$ cat config.mk
export PLATFORM = sky130hd
export DESIGN_NAME = conmutador_nxn
export DESIGN_NICKNAME = d
export VERILOG_FILES = /design/src/rtl/conmutador_nxn_pkg.sv /design/src/rtl/conmutador_nxn_fifo_sa.sv /design/src/rtl/conmutador_nxn.sv
export SDC_FILE = /design/constraint.sdc
export NUM_CORES = 1
export LEC_CHECK = 0
export BUFFER_PORTS_ARGS = -buffer_cell sky130_fd_sc_hd__buf_2
export CAP_MARGIN = 0
export CORE_MARGIN = 5
export CORE_UTILIZATION = 41
export DETAILED_ROUTE_END_ITERATION = 10
export PLACE_DENSITY = 0.6
export SETUP_SLACK_MARGIN = 0.2
export SYNTH_ARGS = -nofsm -noshare
export SYNTH_HDL_FRONTEND = slang
export SYNTH_SLANG_ARGS = --single-unit
$ cat constraint.sdc
create_clock -name clk -period 12.19 [get_ports clk]
set_clock_uncertainty 0.1 [all_clocks]
set_input_delay 0.6095 -clock clk [delete_from_list [all_inputs] [get_ports clk]]
set_output_delay 0.6095 -clock clk [all_outputs]
set_load 0.02 [all_outputs]
$ cat src/rtl/conmutador_nxn_pkg.sv
// rtl/conmutador_nxn_pkg.sv - shared defaults, width helper and reset constants for conmutador_nxn
package conmutador_nxn_pkg;

   localparam int N_DEF      = 4;
   localparam int DATA_W_DEF = 10;
   localparam int DEPTH_DEF  = 8;
   localparam int CNT_W_DEF  = 5;

   // Default almost-full / almost-empty thresholds for the output FIFOs.
   localparam int ALTO_DEF   = 6;
   localparam int BAJO_DEF   = 1;

   localparam int CNT_RST    = 0;
   localparam int PTR_RST    = 0;

   // Never returns 0 so derived widths always give a legal vector.
   function automatic int log2_ceil(input int value);
      return (value <= 1) ? 1 : $clog2(value);
   endfunction

endpackage

$ cat src/rtl/conmutador_nxn_fifo_sa.sv
// rtl/conmutador_nxn_fifo_sa.sv - show-ahead FIFO with thresholds and a sticky overflow flag
module conmutador_nxn_fifo_sa
   import conmutador_nxn_pkg::*;
#(
   parameter int  DATA_W = DATA_W_DEF,
   parameter int  DEPTH  = DEPTH_DEF,
   localparam int PTR_W  = log2_ceil(DEPTH)
) (
   input  logic              clk,
   input  logic              reset,
   input  logic              push,
   input  logic              pop,
   input  logic [DATA_W-1:0] data_in,
   input  logic [PTR_W:0]    alto,
   input  logic [PTR_W:0]    bajo,
   output logic [DATA_W-1:0] data_out,
   output logic              empty,
   output logic              almost_full,
   output logic              almost_empty,
   output logic              overflow
);

   logic [DATA_W-1:0] mem [DEPTH];
   logic [PTR_W-1:0]  wr_ptr;
   logic [PTR_W-1:0]  rd_ptr;
   logic [PTR_W:0]    count;
   logic [DATA_W-1:0] last_q;
   logic              full;
   logic              do_push;
   logic              do_pop;

   assign empty        = (count == '0);
   assign full         = (count == (PTR_W+1)'(DEPTH));
   assign almost_full  = full || (count >= alto);
   assign almost_empty = (count <= bajo);
   assign do_push      = push && !full;
   assign do_pop       = pop && !empty;

   // When empty the last popped word stays visible instead of stale storage.
   assign data_out = empty ? last_q : mem[rd_ptr];

   always_ff @(posedge clk or posedge reset) begin
      if (reset) begin
         wr_ptr   <= PTR_W'(PTR_RST);
         rd_ptr   <= PTR_W'(PTR_RST);
         count    <= '0;
         last_q   <= '0;
         overflow <= 1'b0;
      end else begin
         if (do_push) wr_ptr <= wr_ptr + PTR_W'(1);
         if (do_pop) begin
            rd_ptr <= rd_ptr + PTR_W'(1);
            last_q <= mem[rd_ptr];
         end
         if (push && full) overflow <= 1'b1;
         case ({do_push, do_pop})
            2'b10:   count <= count + (PTR_W+1)'(1);
            2'b01:   count <= count - (PTR_W+1)'(1);
            default: count <= count;
         endcase
      end
   end

   always_ff @(posedge clk) begin
      if (do_push) mem[wr_ptr] <= data_in;
   end

endmodule

$ cat src/rtl/conmutador_nxn.sv
// rtl/conmutador_nxn.sv - N-port word switch: input FIFOs, round-robin arbiter, output FIFOs, counters
module conmutador_nxn
   import conmutador_nxn_pkg::*;
#(
   parameter int  N      = N_DEF,
   parameter int  DATA_W = DATA_W_DEF,
   parameter int  DEPTH  = DEPTH_DEF,
   parameter int  CNT_W  = CNT_W_DEF,
   localparam int DEST_W = log2_ceil(N),
   localparam int PTR_W  = log2_ceil(DEPTH)
) (
   input  logic                clk,
   input  logic                reset,
   input  logic [PTR_W:0]      alto,
   input  logic [PTR_W:0]      bajo,
   input  logic [N-1:0]        push,
   input  logic [N*DATA_W-1:0] data_in,
   input  logic [N-1:0]        pop,
   output logic [N*DATA_W-1:0] data_out,
   output logic [2*N-1:0]      empty_fifos,
   output logic [N-1:0]        almost_empty_out,
   output logic [N-1:0]        overflow_err,
   output logic                idle,
   input  logic [DEST_W-1:0]   idx,
   input  logic                req,
   output logic                valid_contador,
   output logic [CNT_W-1:0]    contador_out
);

   logic [DATA_W-1:0] in_head [N];
   logic [DEST_W-1:0] in_dest [N];
   logic [N-1:0]      in_empty;
   logic [N-1:0]      in_pop;
   logic [N-1:0]      out_empty;
   logic [N-1:0]      out_af;
   logic [N-1:0]      out_push;
   logic [N-1:0]      elig;
   logic [N-1:0]      in_af_unused;
   logic [N-1:0]      in_ae_unused;
   logic [N-1:0]      out_ovf_unused;

   logic [DEST_W-1:0] rr_q;
   logic [DEST_W-1:0] grant;
   logic              grant_valid;
   logic [DATA_W-1:0] xfer_word;
   logic [DEST_W-1:0] xfer_dest;
   logic [CNT_W-1:0]  cnt_q [N];
   logic              idle_q;

   for (genvar i = 0; i < N; i++) begin : g_in
      conmutador_nxn_fifo_sa #(
         .DATA_W (DATA_W),
         .DEPTH  (DEPTH)
      ) u_fifo (
         .clk          (clk),
         .reset        (reset),
         .push         (push[i]),
         .pop          (in_pop[i]),
         .data_in      (data_in[i*DATA_W +: DATA_W]),
         .alto         (alto),
         .bajo         (bajo),
         .data_out     (in_head[i]),
         .empty        (in_empty[i]),
         .almost_full  (in_af_unused[i]),
         .almost_empty (in_ae_unused[i]),
         .overflow     (overflow_err[i])
      );

      assign in_dest[i] = in_head[i][DATA_W-1 -: DEST_W];
      // A head word only competes when its destination can still absorb it.
      assign elig[i]    = !in_empty[i] && !out_af[in_dest[i]];
   end

   for (genvar j = 0; j < N; j++) begin : g_out
      conmutador_nxn_fifo_sa #(
         .DATA_W (DATA_W),
         .DEPTH  (DEPTH)
      ) u_fifo (
         .clk          (clk),
         .reset        (reset),
         .push         (out_push[j]),
         .pop          (pop[j]),
         .data_in      (xfer_word),
         .alto         (alto),
         .bajo         (bajo),
         .data_out     (data_out[j*DATA_W +: DATA_W]),
         .empty        (out_empty[j]),
         .almost_full  (out_af[j]),
         .almost_empty (almost_empty_out[j]),
         .overflow     (out_ovf_unused[j])
      );
   end

   // First eligible input at or after the rr pointer; the index wraps in DEST_W bits.
   always_comb begin
      grant       = rr_q;
      grant_valid = 1'b0;
      for (int k = 0; k < N; k++) begin
         if (!grant_valid && elig[rr_q + DEST_W'(k)]) begin
            grant       = rr_q + DEST_W'(k);
            grant_valid = 1'b1;
         end
      end
   end

   assign xfer_word = in_head[grant];
   assign xfer_dest = in_dest[grant];
   assign in_pop    = grant_valid ? (N'(1) << grant)     : '0;
   assign out_push  = grant_valid ? (N'(1) << xfer_dest) : '0;

   assign empty_fifos = {out_empty, in_empty};
   assign idle        = idle_q;

   always_ff @(posedge clk or posedge reset) begin
      if (reset) begin
         rr_q           <= DEST_W'(PTR_RST);
         idle_q         <= 1'b1;
         valid_contador <= 1'b0;
         contador_out   <= CNT_W'(CNT_RST);
         for (int j = 0; j < N; j++) cnt_q[j] <= CNT_W'(CNT_RST);
      end else begin
         if (grant_valid) rr_q <= grant + DEST_W'(1);
         idle_q <= (&in_empty) && (&out_empty) && !grant_valid;
         for (int j = 0; j < N; j++) begin
            if (pop[j] && !out_empty[j]) cnt_q[j] <= cnt_q[j] + CNT_W'(1);
         end
         // Reads only complete while quiescent; the value predates this edge's pops.
         if (req && idle_q) begin
            valid_contador <= 1'b1;
            contador_out   <= cnt_q[idx];
         end else begin
            valid_contador <= 1'b0;
         end
      end
   end

endmodule

==> out/results.tsv <==
stage	metric	value	unit
min_path	Min-Delay Path Class	input pin to async pin	
timing	# setup viols final	0	
timing	Final Hold Viols	2	
clock_network	Worst-path clk slew	0.06	ns
setup_path	family with the most delay on the worst path	multiplexers	
drt	# DRC	0	
layout	Layout Utilization	0.471	
synth	synthesized instance count	2108	
die	cell row count	107	
timing	min Tclk post-route	6.53	ns
global_route	largest net degree at the start of global routing	96	
drt	DR pass1 iterations	5	
job	Max Cap Viol	0	
timing	actual slew at the worst max-slew pin	1.26	ns
clock_network	Inserted Clock Buffers	87	
drt	via/cell ratio	5.24	
synth	Netlist Area Pre-Place	34900	um^2
die	# IOs	124	
synth	ys flop type	edfxtp_1	
layout	most frequent cells in the layout	edfxtp_1 (640), dfrtp_1 (192), mux4_2 (164)	
setup_path	CP max-delay cell	dfrtp_1	
drt	final WL	74500	um
clock_network	post-CTS setup buffer count	0	
clock_network	clock latency on the worst-skew pair	0.65	ns
global_route	first-pass GRT wire length	116000	um
setup_path	Crit path largest cell delay	0.94	ns
layout	Final Net Count	2408	
timing	Final TNS setup	0	ns
die	Initial Utilization	0.412	
timing	Slew Limit Fails	0	
synth	Post-synth EDFFs	640	
global_route	antenna violations before repair	11	
synth	post-synthesis sequential area ratio	0.688	
clock_network	H-Tree Depth	3	
drt	Final ANT Viol Nets	0	
layout	most common cell after layout, fill and taps aside	edfxtp_1	
die	Die Span X	302	um
global_route	vias in the first global route	19000	
clock_network	Post-CTS Resized	0	
timing	Max Freq	0.153	GHz
setup_path	CP Max Fanout	36	
place	gpl congestion	0.821	
place	DPL Wire Length	48800	um
setup_path	Worst EP arrival	6.94	ns
setup_path	Crit Path Class	register to register	
synth	yosys warns	0	
clock_network	cts hold-fix bufs	0	
clock_network	CTS max path bufs	3	
setup_path	CP Launch Type	register	
timing	final worst slack	5.66	ns
layout	Synth-to-Final Area Change	14.5	%
timing	Hold WS	-0.0238	ns
synth	FFs w/ async S/R, synth	0.232	
synth	#FFs+latches synth	833	
place	I/O Buffers	123	
global_route	GR Overflow Total	0	
timing	Slew HR	0.157	
global_route	GRT Resource Usage Total	0.165	
synth	Mean Syn Cell Area	16.6	um^2
setup_path	Worst Path Required	12.60	ns
place	post-place setup slack	5.46	ns
setup_path	crit path capture type	register	
status	failing checks	hold timing	
timing	RSZ-0062 raised after global routing	no	
die	die height	302	um
clock_network	Root Driver	clkbuf_16	
die	total core area	84900	um^2
drt	WL/cell	21.4	um
drt	vias after detailed routing	18300	
setup_path	CP cell instances	mux4_2, mux2i_4, mux2_1, o2bb2ai_2, nand2_1, and3_1, a211o_1, mux2i_4, inv_2, nand4b_1, ha_1, ha_1, a21o_1, a21oi_1, xnor2_1, nor2_1, xor2_1	
clock_network	Sink Count	833	
status	status	finished, violations left	
setup_path	CP bufs+invs	1	
timing	crit share post-route	0.536	
clock_network	TritonCTS clock tree	done	
synth	Synth Net Count	2257	
layout	share of layout cells above drive strength 1	0.234	
die	Die Area	91100	um^2
synth	Yosys cell types	58	
drt	Iter 0 DRT Violations	1297	
## registers in the layout (all words and copies together) (netlist names)
name / cells
g_out.u_fifo.wr_ptr: 12
g_in.u_fifo.mem: 320
cnt_q: 20
rr_q: 2
contador_out: 5
idle: 1
g_out.u_fifo.count: 16
g_in.u_fifo.last_q: 40
g_in.u_fifo.count: 16
g_out.u_fifo.rd_ptr: 12
g_out.u_fifo.mem: 320
g_in.u_fifo.overflow: 4
g_in.u_fifo.wr_ptr: 12
valid_contador: 1
g_out.u_fifo.last_q: 40
g_in.u_fifo.rd_ptr: 12
## cells by family (layout without fill, tap and decap cells)
family                     count (synthesis)  after routing  synth area share
buffers and inverters                    174            400            0.0213
DFF                                      833            833             0.688
and+or+nand+nor                          407            407            0.0535
AOI/OAI and AO/OA                        245            245            0.0419
xor gates and xnor gates                  78             78            0.0198
adders and majority gates                 88             88            0.0332
other                                      0              5                 0
muxes                                    283            283             0.142
## final cells by class
class / instances / area (um^2)
multi-input combinational: 1101 / 10400
clock inverter: 51 / 577
clock buffer: 113 / 2310
sequential: 833 / 24000
timing repair buffer: 174 / 998
tap: 1144 / 1430
fill: 7215 / 44900
antenna: 5 / 12.5
inverter: 62 / 240
## worst register-to-register path: stages, from the launching register on
cell and delay (ns):
dfrtp_1 0.94, mux4_2 0.64, mux2i_4 0.26, mux2_1 0.37, o2bb2ai_2 0.27, nand2_1 0.12, and3_1 0.17, a211o_1 0.58
mux2i_4 0.38, inv_2 0.49, nand4b_1 0.62, ha_1 0.46, ha_1 0.29, a21o_1 0.19, a21oi_1 0.18, xnor2_1 0.15
nor2_1 0.07, xor2_1 0.14
## synthesized netlist by cell type (18+ instances only)
cell | instances | area (um^2)
a21oi_1 | 105 | 526
nor2_1 | 129 | 484
ha_1 | 80 | 1000
dfrtp_1 | 192 | 4800
nand2_1 | 158 | 593
o21ai_0 | 63 | 315
edfxtp_1 | 640 | 19200
mux2i_1 | 98 | 981
clkbuf_1 | 64 | 240
nand2b_1 | 24 | 150
xnor2_1 | 56 | 490
xor2_1 | 21 | 184
inv_1 | 58 | 218
a211oi_1 | 20 | 150
nor3_1 | 29 | 145
buf_4 | 18 | 135
o211ai_1 | 20 | 150
mux4_2 | 164 | 3690
## metal layers
metal | GRT usage | wire (um) | up-vias
met3 | 0.0306 | 3630 | 121
met1 | 0.217 | 31400 | 9364
met5 | 0 | 41 | -
met2 | 0.286 | 37700 | 359
li1 | - | - | 8403
met4 | 0.0441 | 1720 | 6
## per-stage QoR
stage	cells	hold WS, ns	cell area [um^2]
3_3_place_gp	3314	0.345	37100
6_report	3483	-0.0238	40000
4_1_cts	3478	0.00793	40000
5_1_grt	3478	0.0380	40000
2_1_floorplan	2108	0.340	34900
3_5_place_dp	3314	0.356	37100
## final timing paths
path | from | end | slack (ns) | depth (start not counted)
min in group clk | push[3] | g_in[3].u_fifo.overflow | 0.13 | 2
max in group asynchronous | reset | g_in[2].u_fifo.overflow | 10.12 | 4
max | g_in[3].u_fifo.rd_ptr[1] | g_out[1].u_fifo.count[3] | 5.66 | 17
min reg2reg | g_in[3].u_fifo.overflow | g_in[3].u_fifo.overflow | 0.37 | 1
max reg2reg | g_in[3].u_fifo.rd_ptr[1] | g_out[1].u_fifo.count[3] | 5.66 | 17
min | reset | g_in[0].u_fifo.overflow | -0.02 | 2
Power is left out: the tool's default activity adds up to more than one toggle a clock period on the data nets, which glitch-free logic cannot reach.
